--- src/rtl/spirit_line_scanner.sv ---
// -----------------------------------------------------------------------------
// spirit_line_scanner
//
// Per-scanline spirit (sprite) evaluation controller. A line-start pulse sweeps
// every spirit entry through the spirit memory read port, one index per cycle.
// Each returned position struct is tested against the current line Y. Up to
// MAX_HITS visible spirits are pushed into an internal hit FIFO, which the pixel
// compositor drains over a valid/ready handshake.
//
// Optional feature macro: SPIRIT_SCAN_EARLY_EXIT_EN
//   defined   : the (MAX_HITS+1)-th hit ends the scan early.
//   undefined : the sweep always covers all SPIRIT_COUNT entries.
//
// Ports:
//   clk              clock
//   i_rst_n          asynchronous active-low reset
//   i_line_start     one-cycle pulse, starts (or restarts) a line scan
//   i_line_y         line number, sampled with i_line_start
//   o_spirit_idx     read index to the spirit memory (1-cycle read latency)
//   i_spirit_struct  position struct {zero[63:48], h, w, Y, X}
//   o_busy           scan in progress
//   o_done           one-cycle pulse when the scan ends
//   o_overflow       more than MAX_HITS hits this line (sticky per line)
//   o_hit_count      hits accepted this line
//   o_hit_valid      FIFO head valid
//   i_hit_ready      consumer pops the head on valid & ready
//   o_hit_idx/x/row/width  head entry fields
// -----------------------------------------------------------------------------
module spirit_line_scanner #(
    parameter  int SPIRIT_COUNT = 512,
    parameter  int MAX_HITS     = 16,
    localparam int IDX_W        = $clog2(SPIRIT_COUNT),
    localparam int CNT_W        = $clog2(MAX_HITS + 1),
    localparam int PTR_W        = $clog2(MAX_HITS)
) (
    input  logic             clk,
    input  logic             i_rst_n,
    input  logic             i_line_start,
    input  logic [15:0]      i_line_y,
    output logic [IDX_W-1:0] o_spirit_idx,
    input  logic [63:0]      i_spirit_struct,
    output logic             o_busy,
    output logic             o_done,
    output logic             o_overflow,
    output logic [CNT_W-1:0] o_hit_count,
    output logic             o_hit_valid,
    input  logic             i_hit_ready,
    output logic [IDX_W-1:0] o_hit_idx,
    output logic [15:0]      o_hit_x,
    output logic [7:0]       o_hit_row,
    output logic [7:0]       o_hit_width
);

    typedef enum logic [1:0] {
        ST_IDLE,
        ST_SCAN,
        ST_FLUSH
    } state_t;

    typedef struct packed {
        logic [IDX_W-1:0] idx;
        logic [15:0]      x;
        logic [7:0]       row;
        logic [7:0]       width;
    } hit_t;

    localparam logic [IDX_W-1:0] LAST_IDX = IDX_W'(SPIRIT_COUNT - 1);
    localparam logic [CNT_W-1:0] HIT_CAP  = CNT_W'(MAX_HITS);

    state_t           state_q, state_d;
    logic [15:0]      line_y_q;
    logic [IDX_W-1:0] idx_q;
    logic             issue_q;      // an index is being presented this cycle
    logic             tag_vld_q;    // returning data belongs to a live index
    logic [IDX_W-1:0] tag_idx_q;    // index the returning data belongs to
    logic [CNT_W-1:0] hit_cnt_q;
    logic             ovf_q;

    hit_t             fifo_mem [MAX_HITS];
    logic [PTR_W-1:0] wr_ptr_q, rd_ptr_q;
    logic [CNT_W-1:0] occ_q;

    // ---------------------------------------------------------------- hit test
    logic [15:0] sp_x, sp_y;
    logic [7:0]  sp_w, sp_h;
    logic [16:0] dy;
    logic        is_hit, room, push, drop, pop, last_return, early_stop;
    logic        unused_bits;
    hit_t        push_entry, head;

    assign sp_x = i_spirit_struct[15:0];
    assign sp_y = i_spirit_struct[31:16];
    assign sp_w = i_spirit_struct[39:32];
    assign sp_h = i_spirit_struct[47:40];
    assign unused_bits = ^i_spirit_struct[63:48];

    // 17-bit arithmetic: the >= test guards the subtraction, so dy never wraps.
    assign dy     = {1'b0, line_y_q} - {1'b0, sp_y};
    assign is_hit = tag_vld_q && (sp_w != 8'd0) && (sp_h != 8'd0)
                    && ({1'b0, line_y_q} >= {1'b0, sp_y})
                    && (dy < 17'(sp_h));

    assign room        = hit_cnt_q < HIT_CAP;
    assign push        = is_hit && room;
    assign drop        = is_hit && !room;
    assign pop         = (occ_q != '0) && i_hit_ready;
    assign last_return = tag_vld_q && (tag_idx_q == LAST_IDX);

`ifdef SPIRIT_SCAN_EARLY_EXIT_EN
    assign early_stop = (state_q == ST_SCAN) && drop;
`else
    assign early_stop = 1'b0;
`endif

    assign push_entry = '{idx: tag_idx_q, x: sp_x, row: dy[7:0], width: sp_w};

    // --------------------------------------------------------------------- FSM
    always_ff @(posedge clk or negedge i_rst_n) begin
        if (!i_rst_n) state_q <= ST_IDLE;
        else          state_q <= state_d;
    end

    // NOTE: every variable gets a default at the top of an always_comb so no
    // path leaves it unassigned, which would otherwise infer a latch.
    always_comb begin
        state_d = state_q;
        if (i_line_start) begin
            state_d = ST_SCAN;
        end else begin
            case (state_q)
                ST_IDLE:  state_d = ST_IDLE;
                // Stay in SCAN until the last index's data has been tested.
                ST_SCAN:  if (last_return || early_stop) state_d = ST_FLUSH;
                ST_FLUSH: state_d = ST_IDLE;
                default:  state_d = ST_IDLE;
            endcase
        end
    end

    // A restart landing on the FLUSH cycle suppresses the aborted line's done.
    always_comb begin
        o_busy = (state_q == ST_SCAN);
        o_done = (state_q == ST_FLUSH) && !i_line_start;
    end

    // ---------------------------------------------------------- scan datapath
    // NOTE: sequential state uses non-blocking assignments so every register
    // samples pre-edge values, independent of statement order.
    always_ff @(posedge clk or negedge i_rst_n) begin
        if (!i_rst_n) begin
            line_y_q  <= '0;
            idx_q     <= '0;
            issue_q   <= 1'b0;
            tag_vld_q <= 1'b0;
            tag_idx_q <= '0;
            hit_cnt_q <= '0;
            ovf_q     <= 1'b0;
        end else if (i_line_start) begin
            // Dropping tag_vld discards any read still in flight on a restart.
            line_y_q  <= i_line_y;
            idx_q     <= '0;
            issue_q   <= 1'b1;
            tag_vld_q <= 1'b0;
            tag_idx_q <= '0;
            hit_cnt_q <= '0;
            ovf_q     <= 1'b0;
        end else begin
            tag_vld_q <= issue_q;
            tag_idx_q <= idx_q;
            if (issue_q) begin
                if (idx_q == LAST_IDX) issue_q <= 1'b0;
                else                   idx_q   <= idx_q + IDX_W'(1);
            end
            if (early_stop) issue_q <= 1'b0;
            if (push) hit_cnt_q <= hit_cnt_q + CNT_W'(1);
            if (drop) ovf_q     <= 1'b1;
        end
    end

    assign o_spirit_idx = idx_q;
    assign o_hit_count  = hit_cnt_q;
    assign o_overflow   = ovf_q;

    // ---------------------------------------------------------------- hit FIFO
    // At most MAX_HITS pushes per line and a clear at every line start, so the
    // FIFO can never be written while full.
    always_ff @(posedge clk or negedge i_rst_n) begin
        if (!i_rst_n) begin
            wr_ptr_q <= '0;
            rd_ptr_q <= '0;
            occ_q    <= '0;
        end else if (i_line_start) begin
            wr_ptr_q <= '0;
            rd_ptr_q <= '0;
            occ_q    <= '0;
        end else begin
            if (push) wr_ptr_q <= wr_ptr_q + PTR_W'(1);
            if (pop)  rd_ptr_q <= rd_ptr_q + PTR_W'(1);
            case ({push, pop})
                2'b10:   occ_q <= occ_q + CNT_W'(1);
                2'b01:   occ_q <= occ_q - CNT_W'(1);
                default: occ_q <= occ_q;
            endcase
        end
    end

    // NOTE: the storage array has no reset; its contents are only observed
    // through the occupancy-gated head outputs below.
    always_ff @(posedge clk) begin
        if (push && !i_line_start) fifo_mem[wr_ptr_q] <= push_entry;
    end

    // Head is read from registers at a registered pointer, so it is stable
    // while the consumer holds off.
    always_comb begin
        head        = fifo_mem[rd_ptr_q];
        o_hit_valid = (occ_q != '0);
        o_hit_idx   = o_hit_valid ? head.idx   : '0;
        o_hit_x     = o_hit_valid ? head.x     : '0;
        o_hit_row   = o_hit_valid ? head.row   : '0;
        o_hit_width = o_hit_valid ? head.width : '0;
    end

endmodule

--- config.mk ---
export PLATFORM = sky130hd
export DESIGN_NAME = spirit_line_scanner
export DESIGN_NICKNAME = d
export VERILOG_FILES = /design/src/rtl/spirit_line_scanner.sv
export SDC_FILE = /design/constraint.sdc
export NUM_CORES = 1
export LEC_CHECK = 0
export ABC_AREA = 1
export CAP_MARGIN = 40
export CORE_ASPECT_RATIO = 1.4
export CORE_MARGIN = 1
export CORE_UTILIZATION = 62
export CTS_BUF_LIST = sky130_fd_sc_hd__clkbuf_4 sky130_fd_sc_hd__clkbuf_8
export DETAILED_ROUTE_END_ITERATION = 12
export PLACE_DENSITY_LB_ADDON = 0.05
export SYNTH_ARGS = -nofsm -noshare
export SYNTH_HDL_FRONTEND = slang
export SYNTH_SLANG_ARGS = --single-unit
--- constraint.sdc ---
create_clock -name clk -period 7.8 [get_ports clk]
set_input_delay 1.17 -clock clk [delete_from_list [all_inputs] [get_ports clk]]
set_output_delay 1.17 -clock clk [all_outputs]
set_load 0.02 [all_outputs]
==> run_results.csv, run 1 <==
group,metric,value,unit
run_status,outcome,"completed",
setup_path,rr_startpoint,"line_y_q[0]",
routing,vias_per_cell,6.240,
setup_path,max_stage_delay,0.69,ns
sta,finClkSkew,0.03439,ns
clock_tree,cts_max_level,3,
synth,yosysTopAreaCell,"edfxtp_1",
pwr,p_per_area,221.7,nW/um2
setup_path,critPathBufInv,4,
setup_path,critical_path_class,"reg2out",
setup_path,crit_chain,"inv_8 > buf_16 > buf_4 > o21ai_0 > o22ai_1 > nor2_1 > nor2_1 > o21ai_0 > a21oi_1 > clkdlybuf4s50_1",
setup_path,critPathMaxFanout,132,
clock_tree,post-cts-setup-buffers,0,
routing,routed_wl,73030,um
synth,ys_seq_area_frac,0.7214,
setup_path,crit_family,"buffers and inverters",
sta,layout_worst_path_cycle_share,0.6945,
synth,postSynthAreaPerCell,12.39,um2
min_path,hp-class,"reg2reg",
routing,drt_first_iter_violations,2186,
die,core-area,46310,um2
global_routing,grt_max_degree,133,
clock_tree,clk_pin_slew_worst_paths,0.06,ns
sta,setup-tns-final,0,ns
sta,maxSlewHeadroom,0.3816,
synth,yosysTopAreaCellShare,0.6727,
final_layout,area_growth,13.95,%
global_routing,grt_antenna_before_repair,4,
synth,synth_async_sr_flop_share,0.07994,
sta,fmaxAchievable,184.6,MHz
clock_tree,clkLatencyLatePin,0.69,ns
synth,yosysUniqueCellTypes,38,
final_layout,drive_gt1_frac,0.1037,
routing,drc,0,
placed_design,numPortBuffers,126,
synth,synthFlopType,"edfxtp_1",
sta,hold_ws,0.4742,ns
setup_path,arrival,4.25,ns
clock_tree,cts_tree,"built",
pwr,finalPower,7398,uW
global_routing,grt_pass1_vias,20160,
routing,num_vias,19920,
setup_path,cp_slowest_cell,"clkdlybuf4s50_1",
final_layout,layout.nets,2612,
final_layout,fill_cells,3140,
routing,final_antenna_net_count,0,
clock_tree,clock_tree.root_cell,"clkbuf_8",
synth,synth_area,29280,um2
synth,synth-edff-count,656,
sta,worst_slew_pin_slew,0.9276,ns
clock_tree,clock_sinks,713,
sta,finalHoldViolations,0,
min_path,min_from,"issue_q",
routing,wl_per_cell,22.87,um
synth,synth.area.top_cells,"edfxtp_1 (67%), o21ai_0 (6.2%), nor2_1 (5.4%)",
synth,synth_nets,2482,
synth,synth_cells,2364,
sta,setup-violations-final,0,
die,die_w,185.7,um
setup_path,worstSetupStartpoint,"rd_ptr_q[0]",
global_routing,overflow,0,
clock_tree,cts_made_buffers,101,
pwr,ir_drop,0.1508,mV
die,start_util,0.6323,
placed_design,hpwl,38910,um
setup_path,startpoint_type,"flip-flop",
clock_tree,hold_buffers,0,
clock_tree,clockBufferDepth,3,
pwr,leakagePower,0.01168,uW
job,max-cap-violations,0,
sta,drv_slew,0,
clock_tree,cts_resized,0,
global_routing,grt_first_pass_wirelength,111000,um
setup_path,endpoint_kind,"primary output",
synth,yosys_warnings,0,
sta,rsz0062_at_grt,"false",
routing,firstDrtPassIters,5,
global_routing,grt.total_usage,0.3113,
die,row_count,93,
placed_design,gp_congestion,0.8152,
die,die_h,259.2,um
sta,period_needed,5.417,ns
setup_path,required,6.63,ns
die,ios,143,
synth,ys_ff_latch,713,
die,dieArea,48120,um2
[synth_stat cells (2+ instances only)]
| master | number |
|---|---|
| buf_1 | 6 |
| o21ai_1 | 5 |
| nor2_1 | 420 |
| o221ai_1 | 130 |
| dfrtp_1 | 57 |
| nand3b_1 | 3 |
| o21a_1 | 3 |
| nor4_1 | 4 |
| o22ai_1 | 36 |
| nand3_2 | 4 |
| nand3_1 | 101 |
| edfxtp_1 | 656 |
| xnor2_1 | 3 |
| nand2_1 | 177 |
| clkbuf_1 | 139 |
| o31ai_1 | 2 |
| o21ai_0 | 360 |
| nor3_1 | 12 |
| nor2_4 | 3 |
| clkinv_1 | 2 |
| a21oi_1 | 61 |
| inv_2 | 11 |
| inv_1 | 95 |
| nand2_2 | 9 |
| nand4_1 | 10 |
| nor2_2 | 4 |
| xor2_1 | 7 |
| buf_6 | 2 |
| ha_1 | 33 |
[state kept, by name, indices dropped and copies added (netlist names)]
signal	count
o_overflow	1
fifo_mem	656
rd_ptr_q	4
state_q	2
line_y_q	16
o_hit_count	5
occ_q	5
wr_ptr_q	4
tag_idx_q	9
o_spirit_idx	9
tag_vld_q	1
issue_q	1
[tightest hold or removal path, cell delays in order (launching register included)]
cell	delay, ns
dfrtp_1	0.32
inv_1	0.04
nor2_1	0.07
[power by group]
part | internal [uW] | switching (uW)
combinational | 106 | 204
sequential | 4220 | 10.6
clock | 1470 | 1390
total | 5800 | 1600
[metal layers]
layer,GRT usage,up-vias,part of all wire
met1,0.3866,9830,0.37
met2,0.5326,939,0.51
li1,-,8961,-
met3,0.05556,187,0.081
met5,0,-,0.00062
met4,0.1382,6,0.034
[path summary, 6_finish.rpt]
kind	end	slack, ns	depth (start not counted)
max	o_hit_width[5]	2.38	10
min	tag_vld_q	0.47	2
max reg2reg	fifo_mem[15][32]	2.81	24
min reg2reg	tag_vld_q	0.47	2
max in group asynchronous	rd_ptr_q[0]	6.57	2
min in group asynchronous	line_y_q[2]	0.64	2
[cells by family after synthesis]
family / count (synthesis) / share of synthesized area
AO/OA/AOI/OAI: 600 / 0.1215
XOR/XNOR: 10 / 0.002991
adder cells (fa/ha/maj): 34 / 0.01478
buffers and inverters: 257 / 0.03358
flip-flops: 713 / 0.7214
AND/OR/NAND/NOR: 750 / 0.1058
[stage by stage]
stage                     setup WS (ns)  cell area, um2  instances    util
final                             2.383           33370       3193  0.7205
after global routing              2.035           33370       3193  0.7205
after CTS                         2.394           33370       3192  0.7205
after detailed placement          1.681           31400       3008  0.6781
after global placement            1.070           31330       3004  0.6766
after floorplan                  0.4569           29280       2364       -
[area by class of cell]
| cell class | instances | area, um2 | area share |
|---|---|---|---|
| Antenna cell | 1 | 2.502 | 0.00007499 |
| Clock buffer | 137 | 1679 | 0.05032 |
| Clock inverter | 47 | 284.0 | 0.008512 |
| Inverter | 109 | 424.2 | 0.01271 |
| Multi-Input combinational cell | 1394 | 7293 | 0.2186 |
| Sequential cell | 713 | 21140 | 0.6334 |
| Tap cell | 617 | 772.0 | 0.02314 |
| Timing Repair Buffer | 175 | 1777 | 0.05325 |
[cells in the final DEF (no fill, tap or decap), types with 5 or more instances in the layout]
| master | netlist | final |
|---|---|---|
| nor2_4 | 3 | 16 |
| clkdlybuf4s50_1 | 0 | 125 |
| o22ai_1 | 36 | 36 |
| nor3_1 | 12 | 8 |
| clkinv_1 | 2 | 26 |
| a21oi_1 | 61 | 61 |
| buf_12 | 0 | 9 |
| inv_1 | 95 | 92 |
| nor2_1 | 420 | 407 |
| o221ai_1 | 130 | 130 |
| xor2_1 | 7 | 7 |
| nand2_2 | 9 | 9 |
| inv_8 | 0 | 5 |
| clkbuf_4 | 0 | 33 |
| clkbuf_8 | 0 | 104 |
| nand2_1 | 177 | 177 |
| clkinv_2 | 0 | 14 |
| edfxtp_1 | 656 | 656 |
| nand3_1 | 101 | 101 |
| o21ai_1 | 5 | 5 |
| o21ai_0 | 360 | 360 |
| ha_1 | 33 | 33 |
| inv_2 | 11 | 13 |
| dfrtp_1 | 57 | 54 |
| nand4_1 | 10 | 10 |
| buf_4 | 0 | 38 |
No activity file was read; power rests on OpenSTA's default activity.
==> run 2, diff against run 1 <==
==> constraint.sdc (replaced) <==
create_clock -name clk -period 5.1 [get_ports clk]
set_input_delay 0.765 -clock clk [delete_from_list [all_inputs] [get_ports clk]]
set_output_delay 0.765 -clock clk [all_outputs]
set_load 0.02 [all_outputs]
==> run 2 against run 1 <==
  * Hold slack got worse by 0.24 ns
  * Register-to-register slack got worse by 2.1 ns
  * Largest power group unchanged
  * Clock skew fell by 0.0034 ns
  * Cell count rose by 0.56%
  * Via count is 1.3% lower
  * Critical endpoint is now o_hit_idx[8]
  * Critical path depth is 1 lower
  * Clock-buffer cell count shrank 4
==> run_results.csv, run 2 (same netlist as run 1, synthesis figures left out) <==
group,metric,value,unit
setup_path,startpoint_type,"flip-flop",
clock_tree,clock_tree.root_cell,"clkbuf_8",
sta,rsz0062_at_grt,"false",
pwr,p_sw,2406,uW
final_layout,largest_register,"fifo_mem",
clock_tree,cts_resized,0,
global_routing,grt_pass1_vias,19680,
pwr,p_per_area,332.3,nW/um2
routing,firstDrtPassIters,5,
pwr,swShare,0.2147,
placed_design,hpwl,40370,um
die,row_count,93,
final_layout,drive_gt1_frac,0.1103,
sta,setup-violations-final,0,
final_layout,fill_cells,3161,
final_layout,reg.largest.list,"fifo_mem: 656 flops, line_y_q: 16 flops",
sta,finalHoldViolations,0,
global_routing,grt_max_degree,122,
die,ios,143,
routing,wl_per_cell,21.95,um
sta,maxSlewHeadroom,0.3841,
job,max-cap-violations,0,
setup_path,crit_chain,"inv_8 > buf_12 > o21ai_0 > o22ai_1 > nor2_1 > nor2_1 > o21ai_0 > a21oi_1 > clkdlybuf4s50_1",
clock_tree,cts_made_buffers,102,
final_layout,final_common_cell,"edfxtp_1",
pwr,p_seq_frac,0.578,
routing,drt_first_iter_violations,1682,
setup_path,endpoint_kind,"primary output",
global_routing,grt_first_pass_wirelength,107100,um
min_path,hp-class,"in2async",
pwr,comb_power_share,0.043,
setup_path,crit_family,"buffers and inverters",
sta,layout_worst_path_cycle_share,0.8957,
sta,finClkSkew,0.03095,ns
setup_path,required,4.34,ns
final_layout,layout.nets,2634,
run_status,outcome,"completed",
sta,hold_ws,0.2314,ns
final_layout,largest_reg_flops,656,
sta,setup_slack,0.5318,ns
clock_tree,clk_pin_slew_worst_paths,0.07,ns
clock_tree,clock_sinks,713,
die,die_w,185.7,um
routing,routed_wl,70470,um
clock_tree,post-cts-setup-buffers,0,
placed_design,pre_cts_ws,0.07000,ns
routing,met3_length,4955,um
pwr,ir_drop,0.2633,mV
routing,vias_per_cell,6.121,
global_routing,grt_antenna_before_repair,3,
die,dieArea,48120,um2
sta,worst_slew_pin_slew,0.9238,ns
routing,num_vias,19660,
routing,route.met2.wl,36050,um
routing,routed.top_layer,"met5",
placed_design,gp_congestion,0.8534,
routing,drc,0,
pwr,power.internal,8798,uW
global_routing,grt.total_usage,0.2977,
die,start_util,0.6323,
sta,period_needed,4.568,ns
clock_tree,clockBufferDepth,3,
final_layout,final_core_util,0.7282,
clock_tree,clkLatencyLatePin,0.69,ns
routing,met1_length,27250,um
final_layout,area_growth,15.15,%
setup_path,rrSetupSlack,0.71,ns
setup_path,critPathMaxFanout,105,
sta,fmaxAchievable,218.9,MHz
setup_path,arrival,3.80,ns
setup_path,critPathBufInv,3,
clock_tree,hold_buffers,0,
setup_path,max_stage_delay,0.80,ns
routing,final_antenna_net_count,0,
die,die_h,259.2,um
setup_path,cp_slowest_cell,"dfrtp_4",
final_layout,layout_common_cells,"edfxtp_1 (656), nor2_1 (407), o21ai_0 (360), nand2_1 (177), o221ai_1 (130)",
sta,drv_slew,0,
placed_design,numPortBuffers,126,
pwr,leakagePower,0.01182,uW
pwr,p_clk_frac,0.379,
clock_tree,cts_max_level,3,
setup_path,critical_path_class,"reg2out",
die,core-area,46310,um2
clock_tree,cts_tree,"built",
global_routing,overflow,0,
==> run 2: changes by cell type in the layout (fill, tap and decap cells not counted), moves of 2 or more <==
| cell | before | now |
|---|---|---|
| buf_4 | 38 | 41 |
| buf_12 | 9 | 28 |
| nor3_4 | 0 | 4 |
| clkbuf_4 | 33 | 27 |
| nor3_2 | 4 | 0 |
| clkbuf_8 | 104 | 106 |
| inv_8 | 5 | 1 |
| clkinv_2 | 14 | 16 |
==> run 2: worst paths after layout <==
| check | end | cells after the start | start |
|---|---|---|---|
| min in group clk | state_q[1] | 1 | state_q[1] |
| worst max-delay path | o_hit_idx[8] | 9 | rd_ptr_q[0] |
| worst max register to register | fifo_mem[12][8] | 24 | line_y_q[0] |
| worst min register to register | state_q[1] | 1 | state_q[1] |
| worst min-delay path | line_y_q[9] | 2 | i_rst_n |
| max in group asynchronous | rd_ptr_q[1] | 2 | i_rst_n |
==> run 2: through the flow <==
step | total power [uW] | setup TNS (ns) | instance area (um2) | instances
final | 11200 | 0 | 33720 | 3211
after CTS | 11270 | 0 | 33720 | 3210
after global placement | 7061 | 0 | 31780 | 3028
after global routing | 11560 | 0 | 33720 | 3211
after floorplan | 6848 | -244.54 | 29330 | 2364
after detailed placement | 7077 | 0 | 31810 | 3029
==> run 2: layer usage <==
layer | track usage | up-vias
li1 | - | 9005
met1 | 0.3817 | 9712
met2 | 0.5016 | 802
met3 | 0.04770 | 132
met4 | 0.1307 | 4
met5 | 0 | -
==> run 2: power groups by stage <==
stage | Combinational, uW | Sequential [uW] | Clock, uW
floorplan | 255 | 6590 | 0
global placement | 466 | 6600 | 0
detailed placement | 481 | 6600 | 0
CTS | 483 | 6470 | 4320
global route | 537 | 6470 | 4550
finish | 482 | 6470 | 4250
==> run 2: final cells by class <==
class / instances / area [um2] / share of cell area
Sequential cell: 713 / 21130 / 0.6267
Inverter: 109 / 421.7 / 0.01250
Clock inverter: 48 / 252.7 / 0.007495
Timing Repair Buffer: 196 / 2152 / 0.06382
Multi-Input combinational cell: 1394 / 7326 / 0.2172
Tap cell: 617 / 772.0 / 0.02289
Antenna cell: 1 / 2.502 / 0.00007421
Clock buffer: 133 / 1662 / 0.04927
